--- src/rtl/alu_pkg.sv ---
// alu_pkg: ALU operation encodings, multiply sequencer states and datapath width
package alu_pkg;
  localparam int WIDTH = 16;
  typedef enum logic [2:0] {ADD, SUB, NAND, XOR, NOR, SLL, SRL, SRA} alu_op_t;
  typedef enum logic [1:0] {IDLE, RUN, DONE} mul_state_t;
endpackage

--- src/rtl/alu_port_mux.sv ---
// alu_port_mux: selects sequencer or pipeline values onto the ALU operand/op port
module alu_port_mux #(
  parameter int W = 16
) (
  input  logic         sel,
  input  logic [W-1:0] run_a,
  input  logic [W-1:0] run_b,
  input  logic [2:0]   run_op,
  input  logic [3:0]   run_shamt,
  input  logic [W-1:0] pipe_a,
  input  logic [W-1:0] pipe_b,
  input  logic [2:0]   pipe_op,
  input  logic [3:0]   pipe_shamt,
  output logic [W-1:0] alu_a,
  output logic [W-1:0] alu_b,
  output logic [2:0]   alu_op,
  output logic [3:0]   alu_shamt
);
  always_comb begin
    alu_a     = sel ? run_a     : pipe_a;
    alu_b     = sel ? run_b     : pipe_b;
    alu_op    = sel ? run_op    : pipe_op;
    alu_shamt = sel ? run_shamt : pipe_shamt;
  end
endmodule

--- src/rtl/ex_mul_seq.sv ---
// ex_mul_seq: multi-cycle shift-add multiplier borrowing the EX-stage ALU, stalling the front end
module ex_mul_seq #(
  parameter int WIDTH = 16,
  parameter int CNT_W = 4
) (
  input  logic             clk,
  input  logic             rst,
  input  logic             start,
  input  logic [WIDTH-1:0] mul_a,
  input  logic [WIDTH-1:0] mul_b,
  input  logic [WIDTH-1:0] pipe_a,
  input  logic [WIDTH-1:0] pipe_b,
  input  logic [2:0]       pipe_op,
  input  logic [3:0]       pipe_shamt,
  output logic [WIDTH-1:0] alu_a,
  output logic [WIDTH-1:0] alu_b,
  output logic [2:0]       alu_op,
  output logic [3:0]       alu_shamt,
  input  logic [WIDTH-1:0] alu_result,
  output logic             stall,
  output logic             done,
  output logic [WIDTH-1:0] product,
  output logic             mul_ovf
);
  import alu_pkg::*;
  mul_state_t state;
  logic [WIDTH-1:0] acc, mcand, mplier, acc_n;
  logic [CNT_W-1:0] cnt;
  logic ovf, ovf_n, last;
  always_comb begin
    acc_n = mplier[0] ? alu_result : acc;
    ovf_n = ovf | (mplier[0] & (alu_result < acc)) | (mcand[WIDTH-1] & |mplier[WIDTH-1:1]);
    last  = ~|mplier[WIDTH-1:1] | (cnt == CNT_W'(WIDTH - 1));
    stall = (state == IDLE && start) || state == RUN;
  end
  always_ff @(posedge clk) begin
    if (rst) begin
      state   <= IDLE;
      acc     <= '0;
      mcand   <= '0;
      mplier  <= '0;
      cnt     <= '0;
      ovf     <= 1'b0;
      done    <= 1'b0;
      product <= '0;
      mul_ovf <= 1'b0;
    end else begin
      done <= 1'b0;
      if (state == IDLE && start) begin
        acc    <= '0;
        mcand  <= mul_a;
        mplier <= mul_b;
        cnt    <= '0;
        ovf    <= 1'b0;
        state  <= RUN;
      end else if (state == RUN) begin
        acc    <= acc_n;
        mcand  <= mcand << 1;
        mplier <= mplier >> 1;
        cnt    <= cnt + 1'b1;
        ovf    <= ovf_n;
        if (last) begin
          state   <= DONE;
          done    <= 1'b1;
          product <= acc_n;
          mul_ovf <= ovf_n;
        end
      end else if (state == DONE) begin
        state <= IDLE;
      end
    end
  end
  alu_port_mux #(.W(WIDTH)) u_mux (
    .sel(state == RUN),
    .run_a(acc),
    .run_b(mcand),
    .run_op(ADD),
    .run_shamt(4'd0),
    .pipe_a(pipe_a),
    .pipe_b(pipe_b),
    .pipe_op(pipe_op),
    .pipe_shamt(pipe_shamt),
    .alu_a(alu_a),
    .alu_b(alu_b),
    .alu_op(alu_op),
    .alu_shamt(alu_shamt)
  );
endmodule

--- config.mk ---
export PLATFORM = sky130hd
export DESIGN_NAME = ex_mul_seq
export DESIGN_NICKNAME = d
export VERILOG_FILES = /design/src/rtl/alu_pkg.sv /design/src/rtl/alu_port_mux.sv /design/src/rtl/ex_mul_seq.sv
export SDC_FILE = /design/constraint.sdc
export NUM_CORES = 1
export LEC_CHECK = 0
export BUFFER_PORTS_ARGS = -buffer_cell sky130_fd_sc_hd__buf_2
export CORE_ASPECT_RATIO = 1.25
export CORE_MARGIN = 2
export CORE_UTILIZATION = 45
export CTS_CLUSTER_SIZE = 16
export DETAILED_ROUTE_END_ITERATION = 8
export PLACE_DENSITY_LB_ADDON = 0.3
export RECOVER_POWER = 25
export SETUP_SLACK_MARGIN = 0.02
export SLEW_MARGIN = 10
export SYNTH_ARGS = -nofsm -noshare
export SYNTH_HDL_FRONTEND = slang
export SYNTH_SLANG_ARGS = --single-unit
--- constraint.sdc ---
create_clock -name clk -period 2.3 [get_ports clk]
set_clock_uncertainty 0.05 [all_clocks]
set_input_delay 0 -clock clk [delete_from_list [all_inputs] [get_ports clk]]
set_output_delay 0 -clock clk [all_outputs]
set_load 0.05 [all_outputs]
==> flow_summary.yaml, run 1 <==
worst_hold_path:
  holdCritPathClass: "input port to flip-flop"
critical_path:
  path_cells: "inv_1 -> ha_1 -> nand4_1 -> or3_1 -> a221oi_1 -> o41a_1 -> a211oi_2"
  startpoint_type: "flip-flop"
  cp_slowest_cell: "or3_1"
  end_kind: "flip-flop"
  r2r-end: "mul_ovf$_SDFFE_PP0P_"
  crit_type: "flip-flop to flip-flop"
  r2r_slack_ns: 0.24
  crit_required_ns: 2.46
  worstPathBufferInverterCount: 1
  critical-path-max-stage-delay_ns: 0.41
  worst-path-stages: 7
  crit_family: "simple AND/OR/NAND/NOR gates"
  worstSetupStartpoint: "acc[15]$_SDFFE_PP0P_"
  ff2ff_path_depth: 7
  arrival_ns: 2.22
  r2r_start: "acc[15]$_SDFFE_PP0P_"
  setup.worst_path.end: "mul_ovf$_SDFFE_PP0P_"
  cp_max_fo: 3
cells_and_area:
  area_delta_synth_final_pct: 38.25
  stdcell_area_sq_mm: 0.005210
  final_common_cell: "buf_2"
  drive_gt1_share_pct: 25.88
  nets: 754
  fillers: 693
  final_cell_mix: "129 x buf_2, 76 x nand2_1, 73 x dfxtp_1"
  diodes: 0
timing:
  fin_crit_sh_pct: 89.46
  drv_slew: 0
  layout_setup_ws_ns: 0.2425
  setup_viol: 0
  tns_ns: 0
  finalHoldViolations: 0
  rsz0062_at_grt: "no"
  worst_pin_slew_ns: 1.113
  min_period_ns: 2.057
  max-slew-margin-rel_pct: 25.51
  fmax_ghz: 0.4860
detailed_routing:
  vias_per_cell: 5.437
  dr.pass1.iters: 7
  drtAntennaViolNets: 0
  wire_per_inst_microns: 14.34
  drt_wl_total_mm: 10.75
  vias: 4078
  drcViolationCount: 11
  drtIter0Drc: 289
clock_network:
  cts_root_buf: "clkbuf_8"
  cts_buffers: 9
  htreeDepth: 3
  clk_pin_slew_ns: 0.08
  postCtsSetupBuffers: 0
  clk_latency_ns: 0.35
  clock_path_buffers: 2
  numClockSinks: 73
  cts_resized: 0
  cts_tree: "yes"
placed_design:
  dpl_cell_area_sq_mm: 0.004568
  dp_slack_ns: 0.2734
  place_hpwl_mm: 7.240
  port_buffers: 147
  place.gp.congestion: 0.8093
run:
  drv_cap: 0
synth:
  syn_inst: 469
  yosysSeqAreaShare_pct: 38.78
  synth_fp_nets: 575
  ys_warn_count: 0
  syn_avg_cell_area_sq_um: 8.035
  ys_seq_elements: 73
  netlist_area_sq_mm: 0.003769
  synth_cell_types: 36
grt:
  grt_max_degree: 86
  groute.usage.overall_pct: 23.07
  grt-ovfl-total: 0
  first_global_vias: 3719
  antenna_found_initial: 0
  grt_pass1_wl_mm: 16.89
die:
  coreArea_sq_mm: 0.008194
  boundaryPins: 148
  die_area_sq_mm: 0.009127
  die_h_microns: 106.3
  start_util_pct: 45.99
  die_x_microns: 85.85
  rows: 37
run_status:
  status: "complete, but fails checks"
  violations: "DRC"
pwr:
  max-vdd-ir-drop_v: 0.0003940
  power_leakage_nw: 2.152
  power.density_mw_per_mm2: 644.2
[report_power, final]
part           internal, mW  leakage (nW)  switching [mW]
registers              1.33         0.597          0.0528
clock network         0.610         0.109           0.491
logic                 0.310          1.45           0.559
[sequential cells by signal, indices dropped and copies added (netlist names)]
signal   cells
acc         16
mcand       16
mplier      16
product     16
cnt          4
state        2
done         1
mul_ovf      1
ovf          1
[logic make-up after synthesis]
family | Yosys count | share of synthesized area, %
compound gates | 154 | 27.99
simple gates | 136 | 15.14
flops | 73 | 38.78
buf+inv | 71 | 7.835
mux | 16 | 4.250
fa+ha+maj | 16 | 5.312
xor+xnor | 3 | 0.6973
[worst min-delay path, delay by kind of cell]
kind                   cells  cell delay (ns)
AO/OA/AOI/OAI              1             0.12
buffers and inverters      1             0.08
AND/OR/NAND/NOR            2             0.18
[final cells by class]
class	instances	area [sq um]	share of cell area [%]
Multi-Input combinational cell	325	2003	38.45
Sequential cell	73	1461	28.05
Timing Repair Buffer	203	1270	24.38
Inverter	36	135.1	2.594
Clock buffer	9	123.9	2.378
Tap cell	97	121.4	2.329
Clock inverter	7	95.09	1.825
[layer usage]
layer	global-route usage, %	part of all wire [%]	vias up
met4	9.977	2.5	0
met3	3.649	5.9	23
met2	39.62	48	155
met5	0	0	-
li1	-	-	2040
met1	28.27	43	1860
[through the flow]
| step | util [%] | std cells | power [mW] | hold slack [ns] |
|---|---|---|---|---|
| detailed placement | 55.75 | 688 | 2.221 | 0.1988 |
| global placement | 55.75 | 688 | 2.206 | 0.1938 |
| global route | 63.58 | 750 | 3.505 | 0.06563 |
| CTS | 64.04 | 750 | 3.373 | 0.02042 |
| finish | 63.58 | 750 | 3.356 | 0.02484 |
| floorplan | - | 469 | 1.982 | 0.08597 |
[worst min path at each step]
| stage | start | to | slack (ns) | depth (start not counted) |
|---|---|---|---|---|
| finish | mul_b[13] | mplier[13]$_SDFFE_PP0P_ | 0.02 | 4 |
| global placement | mul_a[0] | mcand[0]$_SDFFE_PP0P_ | 0.19 | 3 |
| global route | mul_b[13] | mplier[13]$_SDFFE_PP0P_ | 0.07 | 4 |
| CTS | mul_b[13] | mplier[13]$_SDFFE_PP0P_ | 0.02 | 4 |
| floorplan | alu_result[0] | acc[0]$_SDFFE_PP0P_ | 0.09 | 2 |
| detailed placement | mul_a[0] | mcand[0]$_SDFFE_PP0P_ | 0.20 | 3 |
[synth_stat cells]
cell type,instances,area share [%]
a211oi_2,12,4.0
buf_4,1,0.20
buf_2,2,0.27
o22a_1,2,0.46
a221oi_1,15,3.5
nand3_1,3,0.40
nor2_1,31,3.1
xor2_1,3,0.70
nor2b_1,1,0.17
a21oi_4,1,0.43
inv_1,34,3.4
o221ai_1,12,2.8
a21o_1,1,0.20
o21ai_1,1,0.13
a21oi_1,36,4.8
and2_1,7,1.2
clkbuf_1,25,2.5
nor4_1,3,0.50
a211oi_1,7,1.4
a311oi_1,2,0.46
nand4_1,6,1.0
buf_6,3,0.90
nand2_1,77,7.7
ha_1,16,5.3
buf_1,4,0.40
o22ai_1,28,4.6
dfxtp_1,73,39
or3_1,2,0.33
mux2i_1,16,4.2
clkinv_1,1,0.10
inv_2,1,0.10
o21ai_0,34,4.5
a22oi_1,2,0.40
nor3_1,5,0.66
o41a_1,1,0.30
or2_2,1,0.17
[what timing repair did]
action,4_1_cts,5_1_grt
setup endpoints to repair,0,0
hold buffers,46,0
endpoints found under the hold margin,51,0
(Power assumes the default switching activity.)
==> inputs of run 2 (changes only) <==
--- a/config.mk
+++ b/config.mk
@@ -14,6 +14,6 @@
 export PLACE_DENSITY_LB_ADDON = 0.3
 export RECOVER_POWER = 25
+export REMOVE_ABC_BUFFERS = 1
 export SETUP_SLACK_MARGIN = 0.02
-export SLEW_MARGIN = 10
 export SYNTH_ARGS = -nofsm -noshare
 export SYNTH_HDL_FRONTEND = slang
--- a/constraint.sdc
+++ b/constraint.sdc
@@ -3,3 +3,3 @@
 set_input_delay 0 -clock clk [delete_from_list [all_inputs] [get_ports clk]]
 set_output_delay 0 -clock clk [all_outputs]
-set_load 0.05 [all_outputs]
+set_load 0.005 [all_outputs]
==> run 2 against run 1 <==
Effect of this change:
- the run still ends with DRC left
- combinational power is 27% lower
- core utilization up 0.21 points
- critical path depth stayed put
- worst hold slack better by 0.0027 ns
- sequential share of layout area fell by 0.094 points
- register-to-register slack worse by 0.02 ns
- sequential power is essentially flat
- via count is 1.1% lower
- maximum frequency fell by 1.1%
- worst setup slack got worse by 0.022 ns
- non-clock buffer count decreased by 1
- highest routed layer unchanged
==> flow_summary.yaml, run 2 (synthesis results as in run 1) <==
run_status:
  status: "complete, but fails checks"
  violations: "DRC"
grt:
  grt_pass1_wl_mm: 16.78
  grt_max_degree: 41
  antenna_found_initial: 0
  groute.usage.overall_pct: 22.92
  first_global_vias: 3806
  grt-ovfl-total: 0
detailed_routing:
  drt_wl_total_mm: 10.47
  drtIter0Drc: 116
  wl_met3_microns: 649
  drtAntennaViolNets: 0
  wl_met1_mm: 4.423
  drcViolationCount: 12
  wl_met2_mm: 5.303
  vias_per_cell: 5.387
  dr.pass1.iters: 7
  dr.max_layer_used: "met4"
  vias: 4035
  wire_per_inst_microns: 13.98
die:
  coreArea_sq_mm: 0.008194
  die_area_sq_mm: 0.009127
  rows: 37
  die_x_microns: 85.85
  die_h_microns: 106.3
  boundaryPins: 148
  start_util_pct: 45.99
timing:
  finalHoldViolations: 0
  min_period_ns: 2.080
  fin_crit_sh_pct: 90.43
  holdWs_ns: 0.02753
  fmax_ghz: 0.4808
  rsz0062_at_grt: "no"
  worst_pin_slew_ns: 0.6937
  max-slew-margin-rel_pct: 53.75
  setup_viol: 0
  layout_setup_ws_ns: 0.2201
  drv_slew: 0
cells_and_area:
  instances_no_fill: 749
  diodes: 0
  nets: 753
  final_common_cell: "buf_2"
  area_delta_synth_final_pct: 38.71
  fin_util_pct: 63.80
  final_cell_mix: "139 x buf_2, 75 x nand2_1, 73 x dfxtp_1"
  drive_gt1_share_pct: 27.76
critical_path:
  critical-path-max-stage-delay_ns: 0.44
  crit_family: "simple AND/OR/NAND/NOR gates"
  end_kind: "flip-flop"
  crit_required_ns: 2.48
  worstPathBufferInverterCount: 1
  worstSetupStartpoint: "acc[15]$_SDFFE_PP0P_"
  r2r-end: "mul_ovf$_SDFFE_PP0P_"
  crit_type: "flip-flop to flip-flop"
  cp_max_fo: 3
  arrival_ns: 2.26
  ff2ff_path_depth: 7
  r2r_slack_ns: 0.22
  startpoint_type: "flip-flop"
  path_cells: "inv_1 -> ha_1 -> nand4_1 -> or3_1 -> a221oi_1 -> o41a_1 -> a211oi_2"
  r2r_start: "acc[15]$_SDFFE_PP0P_"
  cp_slowest_cell: "or3_1"
clock_network:
  clk_pin_slew_ns: 0.08
  cts_root_buf: "clkbuf_8"
  cts_tree: "yes"
  numClockSinks: 73
  htreeDepth: 3
  cts_buffers: 9
  clk_latency_ns: 0.34
  clock_path_buffers: 2
placed_design:
  place.gp.congestion: 0.8233
  dp_slack_ns: 0.2322
  place_inst: 688
  place_hpwl_mm: 7.081
  port_buffers: 147
worst_hold_path:
  whs_path_depth: 2
  holdCritPathClass: "input port to flip-flop"
  min_from: "rst"
  hold_end: "product[5]$_SDFFE_PP0P_"
pwr:
  power.density_mw_per_mm2: 586.6
  max-vdd-ir-drop_v: 0.0003613
  power_leakage_nw: 2.192
  power_mw: 3.066
run:
  drv_cap: 0
[run 2: cell count changes in the layout (fill, tap and decap cells not counted), moves of 2 or more]
cell	change
buf_2	+10
buf_4	-2
clkbuf_1	-9
clkbuf_8	+2
[run 2: layer usage]
metal	track usage (%)	vias to the layer above
li1	-	2035
met1	26.31	1843
met2	41.85	148
met3	4.969	9
met4	7.029	0
met5	0	-
[run 2: per-stage QoR]
step | instance area (sq um) | setup TNS, ns
6_report | 5228 | 0
5_1_grt | 5228 | 0
4_1_cts | 5238 | 0
3_5_place_dp | 4581 | 0
3_3_place_gp | 4581 | 0
2_1_floorplan | 3608 | -46.70
[run 2: area by class of cell]
class	instances	area, sq um
Clock inverter	4	51.30
Sequential cell	73	1461
Tap cell	97	121.4
Fill cell	738	2967
Multi-Input combinational cell	325	2021
Timing Repair Buffer	202	1282
Inverter	36	135.1
Clock buffer	12	155.1
[run 2: where the power goes]
group	switching, mW	internal [mW]	leakage (nW)
Sequential	0.0520	1.33	0.597
Clock	0.488	0.561	0.103
Combinational	0.324	0.308	1.49
[run 2: worst max-delay path by stage]
stage,end,slack [ns],depth (start not counted)
after CTS,stall,0.11,5
final,mul_ovf$_SDFFE_PP0P_,0.22,7
after floorplan,mul_ovf$_SDFFE_PP0P_,-1.08,5
after global placement,mul_ovf$_SDFFE_PP0P_,0.25,7
after detailed placement,mul_ovf$_SDFFE_PP0P_,0.23,7
after global routing,mul_ovf$_SDFFE_PP0P_,0.11,7
[run 2: timing repair]
action | CTS | global route
gates resized for setup | 0 | 2
hold endpoints to repair | 53 | 0
hold buffers | 45 | 0
setup buffers | 0 | 0
endpoints found under the setup margin | 0 | 10
[run 2: worst register-to-register path: cells and delay by family, from the launching register on]
kind            cells  cell delay, ns
simple gates        2            0.61
compound gates      3            0.57
fa+ha+maj           1            0.31
buf+inv             1            0.07
flops               1            0.35
